File: config.mk
export PLATFORM = sky130hd
export DESIGN_NAME = restoring_div_16_flat
export DESIGN_NICKNAME = d
export VERILOG_FILES = /design/src/rtl/restoring_div_16_if.sv /design/src/rtl/restoring_div_16.sv /design/src/flat_wrapper.sv
export SDC_FILE = /design/constraint.sdc
export NUM_CORES = 1
export LEC_CHECK = 0
export ABC_AREA = 1
export CELL_PAD_IN_SITES_DETAIL_PLACEMENT = 0
export CELL_PAD_IN_SITES_GLOBAL_PLACEMENT = 1
export CORE_ASPECT_RATIO = 1.25
export CORE_MARGIN = 2
export CORE_UTILIZATION = 41
export CTS_CLUSTER_DIAMETER = 50
export DETAILED_ROUTE_END_ITERATION = 12
export DONT_BUFFER_PORTS = 1
export HOLD_SLACK_MARGIN = 0.06
export PLACE_DENSITY_LB_ADDON = 0.12
export SYNTH_ARGS = -nofsm -noshare
export SYNTH_HDL_FRONTEND = slang
export SYNTH_SLANG_ARGS = --single-unit
File: constraint.sdc
create_clock -name clk -period 1.9 [get_ports clk]
set_input_delay 0.19 -clock clk [delete_from_list [all_inputs] [get_ports clk]]
set_output_delay 0.19 -clock clk [all_outputs]
set_load 0.005 [all_outputs]
File: src/rtl/restoring_div_16_if.sv
// Start/done handshake bundle shared by the divider and its controller.
// The div_by_zero line exists only when DIV_ZERO_FLAG_EN is defined.
interface restoring_div_16_if #(
    parameter int WIDTH = 16
);
    logic             start;
    logic [WIDTH-1:0] A;
    logic [WIDTH-1:0] B;
    logic [WIDTH-1:0] quotient;
    logic [WIDTH-1:0] remainder;
    logic             busy;
    logic             done;
`ifdef DIV_ZERO_FLAG_EN
    logic             div_by_zero;
`endif

`ifdef DIV_ZERO_FLAG_EN
    modport master (
        output start, A, B,
        input  quotient, remainder, busy, done, div_by_zero
    );
    modport slave (
        input  start, A, B,
        output quotient, remainder, busy, done, div_by_zero
    );
`else
    modport master (
        output start, A, B,
        input  quotient, remainder, busy, done
    );
    modport slave (
        input  start, A, B,
        output quotient, remainder, busy, done
    );
`endif
endinterface

File: src/rtl/restoring_div_16.sv
// Sequential signed restoring divider: one quotient bit per clock on operand
// magnitudes, then a sign fix. Optional flag output under DIV_ZERO_FLAG_EN.
module restoring_div_16 #(
    parameter int WIDTH = 16
) (
    input  logic              clk,
    input  logic              reset,
    restoring_div_16_if.slave bus
);
    localparam int               CNT_W    = $clog2(WIDTH);
    localparam logic [CNT_W-1:0] CNT_LAST = CNT_W'(WIDTH - 1);

    typedef enum logic [1:0] {
        IDLE = 2'd0,
        CALC = 2'd1,
        FIX  = 2'd2
    } state_t;

    state_t           state_q, state_d;
    logic [CNT_W-1:0] cnt_q, cnt_d;
    logic [WIDTH:0]   rem_q, rem_d;
    logic [WIDTH-1:0] dvd_q, dvd_d;
    logic [WIDTH-1:0] dvs_q, dvs_d;
    logic [WIDTH-1:0] quo_q, quo_d;
    logic [WIDTH-1:0] rmd_q, rmd_d;
    logic             neg_quo_q, neg_quo_d;
    logic             neg_rem_q, neg_rem_d;
    logic             zero_q, zero_d;
    logic             done_q, done_d;
`ifdef DIV_ZERO_FLAG_EN
    logic             dbz_q, dbz_d;
`endif

    logic [WIDTH-1:0] a_mag;
    logic [WIDTH-1:0] b_mag;
    logic [WIDTH+1:0] shifted;
    logic [WIDTH:0]   diff;
    logic             ge;

    // The dividend register doubles as the quotient register: each iteration
    // shifts a dividend bit out of its top and a quotient bit into its bottom.
    always_comb begin
        a_mag   = bus.A[WIDTH-1] ? -bus.A : bus.A;
        b_mag   = bus.B[WIDTH-1] ? -bus.B : bus.B;
        shifted = {rem_q, dvd_q[WIDTH-1]};
        diff    = shifted[WIDTH:0] - {1'b0, dvs_q};
        ge      = (shifted >= {2'b00, dvs_q});

        state_d   = state_q;
        cnt_d     = cnt_q;
        rem_d     = rem_q;
        dvd_d     = dvd_q;
        dvs_d     = dvs_q;
        quo_d     = quo_q;
        rmd_d     = rmd_q;
        neg_quo_d = neg_quo_q;
        neg_rem_d = neg_rem_q;
        zero_d    = zero_q;
        done_d    = 1'b0;
`ifdef DIV_ZERO_FLAG_EN
        dbz_d     = dbz_q;
`endif

        case (state_q)
            IDLE: begin
                if (bus.start) begin
                    neg_quo_d = bus.A[WIDTH-1] ^ bus.B[WIDTH-1];
                    neg_rem_d = bus.A[WIDTH-1];
                    dvd_d     = a_mag;
                    dvs_d     = b_mag;
                    rem_d     = '0;
                    cnt_d     = '0;
                    zero_d    = (bus.B == '0);
`ifdef DIV_ZERO_FLAG_EN
                    dbz_d     = 1'b0;
`endif
                    state_d   = (bus.B == '0) ? FIX : CALC;
                end
            end
            CALC: begin
                rem_d = ge ? diff : shifted[WIDTH:0];
                dvd_d = {dvd_q[WIDTH-2:0], ge};
                cnt_d = cnt_q + 1'b1;
                if (cnt_q == CNT_LAST) begin
                    state_d = FIX;
                end
            end
            FIX: begin
                // A zero divisor spends one extra cycle here so its latency
                // is a fixed two edges from accept.
                if (zero_q && (cnt_q == '0)) begin
                    cnt_d = 1'b1;
                end else begin
                    if (zero_q) begin
                        quo_d = '1;
                        rmd_d = neg_rem_q ? -dvd_q : dvd_q;
                    end else begin
                        quo_d = neg_quo_q ? -dvd_q : dvd_q;
                        rmd_d = neg_rem_q ? -rem_q[WIDTH-1:0] : rem_q[WIDTH-1:0];
                    end
                    done_d  = 1'b1;
`ifdef DIV_ZERO_FLAG_EN
                    dbz_d   = zero_q;
`endif
                    state_d = IDLE;
                end
            end
            default: begin
                state_d = IDLE;
            end
        endcase
    end

    always_ff @(posedge clk) begin
        if (reset) begin
            state_q   <= IDLE;
            cnt_q     <= '0;
            rem_q     <= '0;
            dvd_q     <= '0;
            dvs_q     <= '0;
            quo_q     <= '0;
            rmd_q     <= '0;
            neg_quo_q <= 1'b0;
            neg_rem_q <= 1'b0;
            zero_q    <= 1'b0;
            done_q    <= 1'b0;
`ifdef DIV_ZERO_FLAG_EN
            dbz_q     <= 1'b0;
`endif
        end else begin
            state_q   <= state_d;
            cnt_q     <= cnt_d;
            rem_q     <= rem_d;
            dvd_q     <= dvd_d;
            dvs_q     <= dvs_d;
            quo_q     <= quo_d;
            rmd_q     <= rmd_d;
            neg_quo_q <= neg_quo_d;
            neg_rem_q <= neg_rem_d;
            zero_q    <= zero_d;
            done_q    <= done_d;
`ifdef DIV_ZERO_FLAG_EN
            dbz_q     <= dbz_d;
`endif
        end
    end

    assign bus.quotient    = quo_q;
    assign bus.remainder   = rmd_q;
    assign bus.done        = done_q;
    assign bus.busy        = (state_q != IDLE);
`ifdef DIV_ZERO_FLAG_EN
    assign bus.div_by_zero = dbz_q;
`endif

endmodule

File: src/flat_wrapper.sv
// flat-port wrapper written by rule: the top's interface ports become plain ports
module restoring_div_16_flat 
#(
    parameter int WIDTH = 16
)
  (clk, reset, bus_start, bus_A, bus_B, bus_quotient, bus_remainder, bus_busy, bus_done);
  restoring_div_16_if #(.WIDTH(WIDTH)) bus_i ();
  input  logic clk;
  input  logic reset;
  input wire logic [$bits(bus_i.start)-1:0] bus_start;
  input wire logic [$bits(bus_i.A)-1:0] bus_A;
  input wire logic [$bits(bus_i.B)-1:0] bus_B;
  output wire logic [$bits(bus_i.quotient)-1:0] bus_quotient;
  output wire logic [$bits(bus_i.remainder)-1:0] bus_remainder;
  output wire logic [$bits(bus_i.busy)-1:0] bus_busy;
  output wire logic [$bits(bus_i.done)-1:0] bus_done;
  assign bus_i.start = bus_start;
  assign bus_i.A = bus_A;
  assign bus_i.B = bus_B;
  assign bus_quotient = bus_i.quotient;
  assign bus_remainder = bus_i.remainder;
  assign bus_busy = bus_i.busy;
  assign bus_done = bus_i.done;
  restoring_div_16 #(.WIDTH(WIDTH)) u_core (.clk(clk), .reset(reset), .bus(bus_i));
endmodule
# Word-level counts from Yosys, hierarchy flattened
# Index checks and enable logic that the tools add are counted.
[totals]
wordCells = 62
ff_bits = 91
[classes]
n_eq_ne = 7
addsub = 6
magnitude_cmp = 1
bitwise_logic = 3
muxes = 21
n_reduce_logical = 13
[op_table]
columns = ["operator", "count"]
rows = [
  ["$mux W16", 8],
  ["$neg A16 Y16", 4],
  ["$mux W17", 2],
  ["$pmux W17 S2", 1],
  ["$pmux W16 S2", 1],
  ["$ge A18 B16 Y1", 1],
  ["$sub A17 B16 Y17", 1],
  ["$logic_not A16 Y1", 1],
  ["$pmux W4 S3", 1],
  ["$mux W2", 4],
  ["$mux W4", 2],
  ["$pmux W2 S3", 1],
  ["$reduce_and A2 Y1", 3],
  ["$reduce_and A3 Y1", 2],
  ["$add A4 B1 Y4 const B", 1],
  ["$eq A4 B4 Y1 const B", 1],
  ["$logic_not A4 Y1", 1],
  ["$ne A2 B1 Y1 const B", 2],
  ["$ne A2 B2 Y1 const B", 2],
  ["$reduce_bool A2 Y1", 2],
  ["$reduce_bool A3 Y1", 1],
  ["$eq A2 B1 Y1 const B", 1],
  ["$eq A2 B2 Y1 const B", 1],
  ["$logic_not A2 Y1", 1],
  ["5 further kinds", 6],
]

# Depth between registers and ports, before layout
# Gate-level depths: netlist (run 1).
[logic_depth]
ltp_word = 4
depth_mapped = 14
depth_no_buf = 14

# Least setup slack after synthesis (run 1)
# No wires, ideal clock.
[synth_timing]
path_kind = "register to register"
start = "reg u_core.dvd_q[15]"
end = "reg u_core.dvd_q[0]"
arrival_ns = 1.843
period_less_slack_ns = 1.981
path_stages_with_launch = 14
n_path_buf = 1
t_required_ns = 1.762
slack_ns = -0.081
path_cell_list = "dfxtp_1 > inv_1 > ha_1 > inv_1 > fa_1 > nand4_1 > nand2_2 > nand2_4 > nand2_4 > nand2_4 > nand2_8 > buf_12 > o21ai_1 > a21oi_1"
[synth_via]
elab_chain_len = 2
[synth_lines]
columns = ["item", "line", "source"]
rows = [
  ["start, declared", "restoring_div_16.sv:22", "logic [WIDTH-1:0] dvd_q, dvd_d;"],
  ["start signal, assigned", "restoring_div_16.sv:134", "dvd_q <= dvd_d;"],
  ["$ge A18 B16 Y1", "restoring_div_16.sv:47", "ge = (shifted >= {2'b00, dvs_q});"],
  ["$pmux W16 S2", "restoring_div_16.sv:64", "case (state_q)"],
]
# Every way passes these cells.
# A chain may end at the register's enable or synchronous reset.

# Worst setup path after layout (run 1)
[layout_timing]
start = "reg u_core.dvd_q[15]"
end = "reg u_core.rem_q[1]"
[layout_via]
elab_chain_len = 3
elab_cells_between_ends = 4
[layout_lines]
columns = ["item", "line", "source"]
rows = [
  ["$sub A17 B16 Y17 / $ge A18 B16 Y1 (equally long branches)", "restoring_div_16.sv:46, restoring_div_16.sv:47", ""],
  ["$mux W17 (*)", "restoring_div_16.sv:81", "rem_d = ge ? diff : shifted[WIDTH:0];"],
  ["$pmux W17 S2 (*)", "restoring_div_16.sv:64", ""],
  ["end signal, assigned", "restoring_div_16.sv:133", "rem_q <= rem_d;"],
  ["end, declared", "restoring_div_16.sv:21", "logic [WIDTH:0] rem_q, rem_d;"],
]
# Mark *: on every way between the ends. The rest lies on a longest branch, timed or not.

==> run metrics, run 1 <==
violations in the final reports=negative setup slack; ranking of synthesized cells by area=dfxtp_1 (27%), nand2_1 (14%), inv_1 (7.7%); critical path class=register to register; RSZ-0062 raised after global routing=yes; DRC viols=0; antenna violations before repair=0; Ys Warns=0; most frequent cells after synthesis=nand2_1 (246), inv_1 (138), a21oi_1 (97); layout cell share with drive strength beyond 1=between 15 and 20%; Crit Path Max Fanout=8; H-tree depth=3; Worst EP required=about 2.1 ns; number of global-route vias before repair=6,666; largest net degree at the start of global routing=31; most frequent cell after synthesis=nand2_1; max-slew violation count=0; Max Cap Viol=0; total of fill cells in the finished design=between 1,500 and 2,000; VDD IR max=between 0.0005 and 0.0006 V; Tightest Pin Transition=approximately 0.65 ns; Root Buffer=clkbuf_16; mean post-synth cell area=approximately 6.3 um2; DRT iter0 DRCs=about 340; dominant synthesized flop cell=dfxtp_1; Setup WS post-layout=-0.03244 ns; top-area cell type share of the netlist area=27.10%; Skew-Pair Late Insertion Delay=approximately 0.35 ns; Syn Nets=1,128; total gr overflow=0; GPL Wtd Cong=0.8663; Setup crit start kind=register; Final Cycle Share=101.7%; Vias=between 6,000 and 7,000; Power Dens Cells=~1600 nW/um2; Final min period=about 1.9 ns; Hold Violations, Final=0; CTS Buf Count=9; Die ar.=roughly 17,000 um2; overall power=13.21 mW; Total GRT Usage=24.07%; Antenna Violating Nets Remaining=0; fmax=a little over 500 MHz; Reg clk slew, reported paths=about 0.07 ns; leakage power=between 3 and 4 nW; Avg WL per Cell=approximately 16 um; Critical Path AT=between 2 and 2.5 ns; Ant. Diodes=0; #FFs+latches synth=~90; nets=roughly 1,200; Vias/cell=~5.1; Site Rows=between 50 and 60; die height=between 100 and 150 um; first-pass GRT wire length=33,600 um; Clock Path Buffers=2; Synth area leader=dfxtp_1; outcome=complete, but fails checks; dpl hpwl=about 16,000 um; Initial DRT Pass Iterations=5; I/O Buffers=0; sequential share of the synthesized area=a little over a quarter; Area after DPL=around 7400 um2; FFs w/ async S/R, synth=0%; area grow syn2layout=25.39%; Placeable Area=around 16,000 um2; final setup vio count=9; Post-synth EDFFs=0; Netlist cell types=47; Post-Route Setup TNS=-0.1926 ns; design area=between 8000 and 9000 um2; Worst Setup End Kind=register; worst min-delay path category=input port to register; CTS tree=built; total I/O pin count=69; Post-Syn Area=around 6700 um2; Max Clock Skew=0.009888 ns; Sink Count=between 90 and 100; Synth Instances=between 1,000 and 1,500; initial core utilization=between 40% and 50%; Die W=between 100 and 150 um; Routed WL=21,330 um; Max-Slew Margin vs Limit=56.64%
==> metal layers <==
layer	track usage [%]	share of wire (%)	up-vias
li1	-	-	3623
met1	28.48	43	3162
met2	43.25	51	96
met3	4.115	2.9	34
met4	9.048	2.8	0
met5	0	0	-
==> through the flow <==
step	hold WS [ns]	utilization, %	setup slack [ns]	cells
global placement	0.2656	45.68	-0.01799	1306
global route	0.08427	52.23	-0.1070	1349
CTS	0.06084	48.88	0.0002098	1338
floorplan	0.3438	-	0.0008650	1066
finish	0.06074	52.23	-0.03244	1349
detailed placement	0.2670	45.68	-0.001872	1306
==> sequential cells by signal, indices dropped and copies added, names as in the netlist, 2 cells and up <==
name and flops:
u_core.rem_q 17, u_core.bus.quotient 16, u_core.bus.remainder 16, u_core.dvd_q 16, u_core.dvs_q 16, u_core.cnt_q 4
u_core.state_q 2
==> placed cells by master (no fill, tap or decap), types with 11 or more instances in the layout <==
master and count:
nand2_1 240, nand4_1 11, ha_1 11, dlygate4sd3_1 15
a21oi_1 92, xor2_1 18, buf_4 70, a21oi_2 16
nor2_1 80, dfxtp_1 85, ha_4 15, inv_2 13
a31oi_1 13, inv_1 128, nor3_1 14, nand3_1 66
nand2_2 19, nand3_2 24, o21ai_0 96, xnor2_1 12
==> where the power goes <==
group	switching, mW	internal (mW)
Combinational	5.03	3.36
Clock	0.820	1.20
Sequential	0.421	2.38
Total	6.27	6.94
==> timing repair <==
| item | CTS | global route |
|---|---|---|
| resized for setup | 4 | 85 |
| hold endpoints to repair | 43 | 0 |
| gates cloned | 0 | 3 |
| pin swaps | 1 | 33 |
| setup buffers | 0 | 8 |
| hold buffers | 16 | 0 |
| endpoints found under the setup margin | 3 | 27 |
==> worst max-delay path, cell delays in order (launching register included) <==
cell       delay (ns)
dfxtp_2          0.32
inv_2            0.07
ha_4             0.14
inv_4            0.03
fa_2             0.40
nand4_1          0.10
nand2_2          0.09
nand2_4          0.09
nand2_4          0.07
nand2_8          0.13
clkbuf_16        0.18
nand3_2          0.08
nand3_2          0.06
a21oi_1          0.05
==> final cells by class <==
cell class	count	area (um2)	share of cell area, %
clock inverter	5	83.83	0.9947
clock buffer	11	242.7	2.880
tap	216	270.3	3.207
inverter	144	545.5	6.473
multi-input combinational	788	4604	54.63
sequential	91	1829	21.70
timing repair buffer	94	852.1	10.11
==> worst paths after layout <==
check | from | endpoint | depth (start not counted) | slack, ns
max | u_core.dvd_q[15] | u_core.rem_q[1] | 13 | -0.03
min | bus_B[5] | u_core.dvs_q[5] | 2 | 0.06
max reg2reg | u_core.dvd_q[15] | u_core.rem_q[1] | 13 | -0.03
min reg2reg | u_core.rem_q[16] | u_core.rem_q[16] | 2 | 0.49
==> kinds of logic (layout without fill, tap and decap cells) <==
family	Yosys count	count (layout)	share of synthesized area [%]
DFF	91	91	27.10
buffers and inverters	189	254	11.21
adders and majority gates	27	27	5.138
and+or+nand+nor	487	489	32.63
xor gates and xnor gates	32	32	4.170
AOI/OAI and AO/OA	240	240	19.75
(Power assumes the default switching activity.)
==> inputs of run 2 (changes only) <==
- ABC_CLOCK_PERIOD_IN_PS: default -> 1900
- CORE_ASPECT_RATIO: 1.25 -> 2
==> run 2 against run 1 <==
Net effect:
- the run ends with negative hold slack left
- non-clock buffer count unchanged
- setup slack better by 0.070 ns
- sequential share of layout area up 0.37 points
- clock skew about the same
- sequential cell count unchanged
- critical endpoint is now u_core.rem_q[6]
- largest cell class unchanged
==> run metrics, run 2 (same netlist as run 1, synthesis figures left out) <==
end-of-flow core utilization=51.20% (-1.0 points); Total GRT Usage=25.00% (+0.92 points); Avg WL per Cell=16.69 um (+5.6%); Die W=94.54 um (-20%); crit path cell chain=inv_2, ha_4, inv_2, fa_2, nand4_1, nand2_2, nand2_4, nand2_4, nand2_8, clkbuf_16, nand3_2, nand3_2, a21oi_2; layout cell share with drive strength beyond 1=19.72% (+0.035 points); power share of the combinational group=64.1% (+0.5 points); Sink Count=91 (unchanged); Vias=6,942 (+0.39%); leakage power=3.838 nW (-2.4%); area grow syn2layout=23.29%; Routed WL=22,280 um (+4.5%); switching share of total power=48.13% (+0.64 points); R2R Setup Slk=0.04 ns (+0.07 ns); WHS Endpoint=u_core.state_q[1]; VDD IR max=0.0007951 V (+44%); number of global-route vias before repair=6,612 (-0.81%); nets=1,189 (-0.084%); RSZ-0062 raised after global routing=yes; final setup vio count=0 (-9); largest net degree at the start of global routing=46 (+48%); DRT iter0 DRCs=218 (-36%); Initial DRT Pass Iterations=5 (unchanged); Crit Reg-Reg Startpoint=u_core.dvd_q[15]; minimum hold slack=-0.1042 ns (-0.1649 ns); Max Clock Skew=0.01035 ns (+0.0004594 ns); CP bufs+invs=3 (unchanged); cell depth of the worst flop-to-flop path=13 (unchanged); slowest CP cell=fa_2; CP max stage delay=0.37 ns (-0.03 ns); Switching Power=6.206 mW (-1.1%); Final Cycle Share=98.01% (-3.7 points); Max-Slew Margin vs Limit=61.42% (+4.8 points); critical path class=register to register; Power Dens Cells=1556 nW/um2 (-0.74%); most frequent cells in the layout=nand2_1 (242), inv_1 (125), o21ai_0 (96); violations in the final reports=negative hold slack; Crit path max-delay family=simple AND/OR/NAND/NOR gates; Skew-Pair Late Insertion Delay=0.35 ns (about the same); Setup crit start kind=register; hold_sp=reset; Hold Violations, Final=22 (+22); CTS Buf Count=9 (unchanged); Tightest Pin Transition=0.5781 ns (-0.07166 ns); Flop pwr share=21.7% (+0.5 points); Reg clk slew, reported paths=0.07 ns (about the same); Largest register FFs=17 (unchanged); total I/O pin count=69 (unchanged); GPL Wtd Cong=0.8864 (+2.3%); Clock Path Buffers=2 (unchanged); Max Cap Viol=0 (unchanged); Placeable Area=16,190 um2 (+0.31%); Crit Path Max Fanout=7 (-1); Critical Path AT=2.11 ns (-0.06 ns); fmax=537.0 MHz (+3.8%); worst min-delay path category=input port to register; Final min period=1.862 ns (-0.07016 ns); CTS tree=built; dpl hpwl=17,520 um (+9.4%); Worst EP required=2.15 ns (about the same); Antenna Violating Nets Remaining=0 (unchanged); Vias/cell=5.200 (+1.4%); Biggest register=u_core.rem_q; Ant. Diodes=0 (unchanged); initial core utilization=41.53% (-0.13 points); worst reg2reg path endpoint=u_core.rem_q[6]; max-slew violation count=0 (unchanged); Die ar.=17,500 um2 (+0.32%); WHS Path Cells=1 (-1); DRC viols=0 (unchanged); total gr overflow=0 (unchanged); Clk pwr share=14.2% (-1.1 points); Worst Setup End Kind=register; outcome=complete, but fails checks; Site Rows=66 (+27%); P_int=6.688 mW (-3.6%); H-tree depth=3 (unchanged); I/O Buffers=0 (unchanged); Root Buffer=clkbuf_16; die height=185.1 um (+26%); first-pass GRT wire length=33,430 um (-0.49%); commonest non-fill, non-tap cell in the layout=nand2_1; antenna violations before repair=0 (unchanged); cts hold-fix bufs=14 (-2)
[run 2: layout make-up]
class	count	area, um2
inverters	144	543.0
well taps	204	255.2
fillers	1745	7899
repair buffers	94	819.5
flip-flops and latches	91	1829
clock buffers	9	225.2
multi-input cells	787	4549
clock inverters	6	65.06
[run 2: worst max path at each step]
| stage | from | end | depth (start not counted) |
|---|---|---|---|
| global placement | u_core.dvs_q[10] | u_core.rem_q[11] | 11 |
| CTS | u_core.dvd_q[15] | u_core.rem_q[13] | 13 |
| global route | u_core.dvd_q[15] | u_core.rem_q[2] | 13 |
| floorplan | u_core.dvd_q[15] | u_core.dvd_q[0] | 13 |
| finish | u_core.dvd_q[15] | u_core.rem_q[6] | 13 |
| detailed placement | u_core.dvd_q[15] | u_core.rem_q[16] | 13 |
[run 2: repair_timing]
action,CTS,global route
gates resized for setup,10,75
cloned,0,2
endpoints found under the hold margin,40,28
setup buffers,0,7
pin swaps,0,16
setup endpoints to repair,18,32
[run 2: metal layers]
layer	share of wire (%)	routed length, um	GRT usage [%]
met5	0	0	0
met4	4.2	942	13.04
met3	2.1	464	2.360
met2	58	12970	50.14
met1	35	7905	24.08
[run 2: metrics by stage]
stage / TNS (ns) / worst slack (ns) / cell area [um2] / power (mW) / cells
final: 0 / 0.03772 / 8287 / 12.89 / 1335
after global routing: -0.7512 / -0.06886 / 8287 / 13.88 / 1335
after CTS: -0.01649 / -0.01399 / 7854 / 12.06 / 1326
after detailed placement: -0.1887 / -0.03803 / 7366 / 10.09 / 1297
after global placement: -0.07464 / -0.03196 / 7366 / 10.05 / 1297
after floorplan: 0 / 0.0008650 / 6733 / 7.765 / 1066
[run 2: power groups by stage]
stage               logic, mW  registers [mW]  clock network (mW)
detailed placement       7.29            2.80                   0
floorplan                5.04            2.72                   0
finish                   8.27            2.79                1.84
CTS                      7.44            2.76                1.86
global placement         7.27            2.78                   0
global route             9.11            2.85                1.92
==> inputs of run 3 (changes only) <==
- ABC_CLOCK_PERIOD_IN_PS: 1900 -> 2100
- CELL_PAD_IN_SITES_DETAIL_PLACEMENT: 0 -> 1
- CORE_UTILIZATION: 41 -> 46
- clock period: 1.9 -> 2.1 ns (I/O delays scaled with it)
==> run 3 against run 2 <==
Net effect:
- the flow now finishes without violations
- setup slack improved by 0.030 ns
- total power fell by 17%
- routed wire length increased by 3.8%
- critical path type unchanged
- critical endpoint is now u_core.rem_q[14]
==> run metrics, run 3 (same netlist as run 1, synthesis figures left out) <==
outcome=complete, no violations; Final Cycle Share=96.76% (-1.3 points); register area=1824 um2 (-0.27%); GPL Wtd Cong=0.8738 (-1.4%); Crit path max-delay family=simple AND/OR/NAND/NOR gates; first-pass GRT wire length=35,510 um (+6.2%); initial core utilization=46.84% (+5.3 points); CP max stage delay=0.37 ns (about the same); Placeable Area=14,350 um2 (-11%); nets=1,131 (-4.9%); Power Dens Cells=1426 nW/um2 (-8.4%); worst min-delay path category=input port to register; Worst Setup End Kind=register; fmax=492.1 MHz (-8.3%); Antenna Violating Nets Remaining=0 (unchanged); Post-Route Setup TNS=0 ns (unchanged); Vias=7,049 (+1.5%); GRT Max-Usage Layer=met2; commonest non-fill, non-tap cell in the layout=nand2_1; I/O Buffers=0 (unchanged); dpl hpwl=18,120 um (+3.5%); Reg clk slew, reported paths=0.07 ns (about the same); Initial DRT Pass Iterations=4 (-1); Total GRT Usage=29.52% (+4.5 points); area grow syn2layout=11.45%; Setup crit start kind=register; Multi-input gate area=4237 um2 (-6.9%); R2R Setup Slk=0.07 ns (+0.03 ns); Skew-Pair Late Insertion Delay=0.35 ns (about the same); slowest CP cell=ha_1; Worst EP required=2.34 ns (+0.19 ns); Setup WS post-layout=0.06807 ns (+0.03036 ns); VDD IR max=0.0007229 V (-9.1%); antenna violations before repair=0 (unchanged); die height=175.0 um (-5.5%); Hold Violations, Final=0 (-100%); Die ar.=15,650 um2 (-11%); total I/O pin count=69 (unchanged); Site Rows=62 (-6.1%); critical path class=register to register; Crit Path Max Fanout=4 (-3); Avg WL per Cell=18.26 um (+9.4%); leakage power=3.499 nW (-8.8%); GR Util met3=2.598% (+0.24 points); Max-Slew Margin vs Limit=49.04% (-12 points); total of fill cells in the finished design=1,999 (+15%); Routed WL=23,120 um (+3.8%); DRT iter0 DRCs=231 (+6.0%); GR Layer Usage met2=56.76% (+6.6 points); layout cell share with drive strength beyond 1=11.82% (-7.9 points); Tightest Pin Transition=0.7636 ns (+0.1855 ns); crit path cell chain=inv_1, ha_1, nand2_2, inv_2, nand2_1, nor3_1, nand2_1, nand2_1, nand2_1, nand2_1, nand2_1, nand3_1, a21oi_1; H-tree depth=3 (unchanged); CP bufs+invs=2 (-1); Final min period=2.032 ns (+0.1696 ns); max-slew violation count=0 (unchanged); most used cell along the critical path=nand2_1; Largest register FFs=17 (unchanged); Max Cap Viol=0 (unchanged); largest net degree at the start of global routing=46 (unchanged); Place WS=0.04447 ns (+0.08251 ns); DRC viols=0 (unchanged); number of global-route vias before repair=7,206 (+9.0%); Root Buffer=clkbuf_16; Clock Path Buffers=2 (unchanged); met1 Use GR=28.76% (+4.7 points); Ant. Diodes=0 (unchanged); CTS tree=built; most frequent cells in the layout=nand2_1 (244), inv_1 (138), a21oi_1 (96); total gr overflow=0 (unchanged); dpl cells=1,247 (-3.9%); Max Clock Skew=0.006972 ns (-0.003376 ns); Critical Path AT=2.28 ns (+0.17 ns); Cell Count, Final, Fillers Out=1,266 (-5.2%); end-of-flow core utilization=52.20% (+1.0 points); final setup vio count=0 (unchanged); Die W=89.48 um (-5.4%); Biggest register=u_core.rem_q; RSZ-0062 raised after global routing=no; Vias/cell=5.568 (+7.1%); CTS Buf Count=9 (unchanged); Sink Count=91 (unchanged)
## run 3: changes by cell type in the layout (fill, tap and decap cells not counted), sizes merged
| cell | previous run | this run |
|---|---|---|
| buf | 79 | 35 |
| clkinv | 3 | 5 |
| dlygate4sd3 | 14 | 2 |
| inv | 145 | 143 |
| nand2 | 266 | 265 |
## run 3: worst paths after layout
kind,from,to,depth (start not counted)
min reg2reg,u_core.rem_q[8],u_core.rem_q[8],2
max reg2reg,u_core.dvs_q[8],u_core.rem_q[14],13
max,u_core.dvs_q[8],u_core.rem_q[14],13
min,bus_B[8],u_core.dvs_q[8],2
## run 3: where the power goes
part	switching [mW]	leakage, nW	internal (mW)
registers	0.397	0.745	2.15
logic	4.24	2.61	2.20
clock network	0.735	0.148	0.956
## run 3: per-stage QoR
| stage | instance area, um2 | hold slack [ns] | power, mW |
|---|---|---|---|
| after CTS | 7398 | 0.06775 | 10.55 |
| final | 7491 | 0.06084 | 10.68 |
| after detailed placement | 7054 | 0.2871 | 8.806 |
| after global routing | 7491 | 0.07157 | 11.52 |
| after global placement | 7054 | 0.2849 | 8.625 |
| after floorplan | 6721 | 0.3638 | 6.988 |
## run 3: area by class of cell
cell class              count  share of cell area, %
inverters                 144                  7.216
well taps                 192                  3.207
clock inverters             6                 0.8685
clock buffers              10                  3.190
multi-input cells         786                  56.56
repair buffers             37                  4.610
flip-flops and latches     91                  24.35
## run 3: what timing repair did
| action | 4_1_cts | 5_1_grt |
|---|---|---|
| hold buffers | 3 | 0 |
| resized for setup | 0 | 21 |
| hold endpoints to repair | 32 | 0 |
| setup endpoints to repair | 0 | 20 |
| setup buffers | 0 | 0 |
## run 3: per-layer routing
metal,part of all wire [%],up-vias
met2,57,114
met4,5.7,0
li1,-,3475
met5,0,-
met1,35,3403
met3,2.4,57
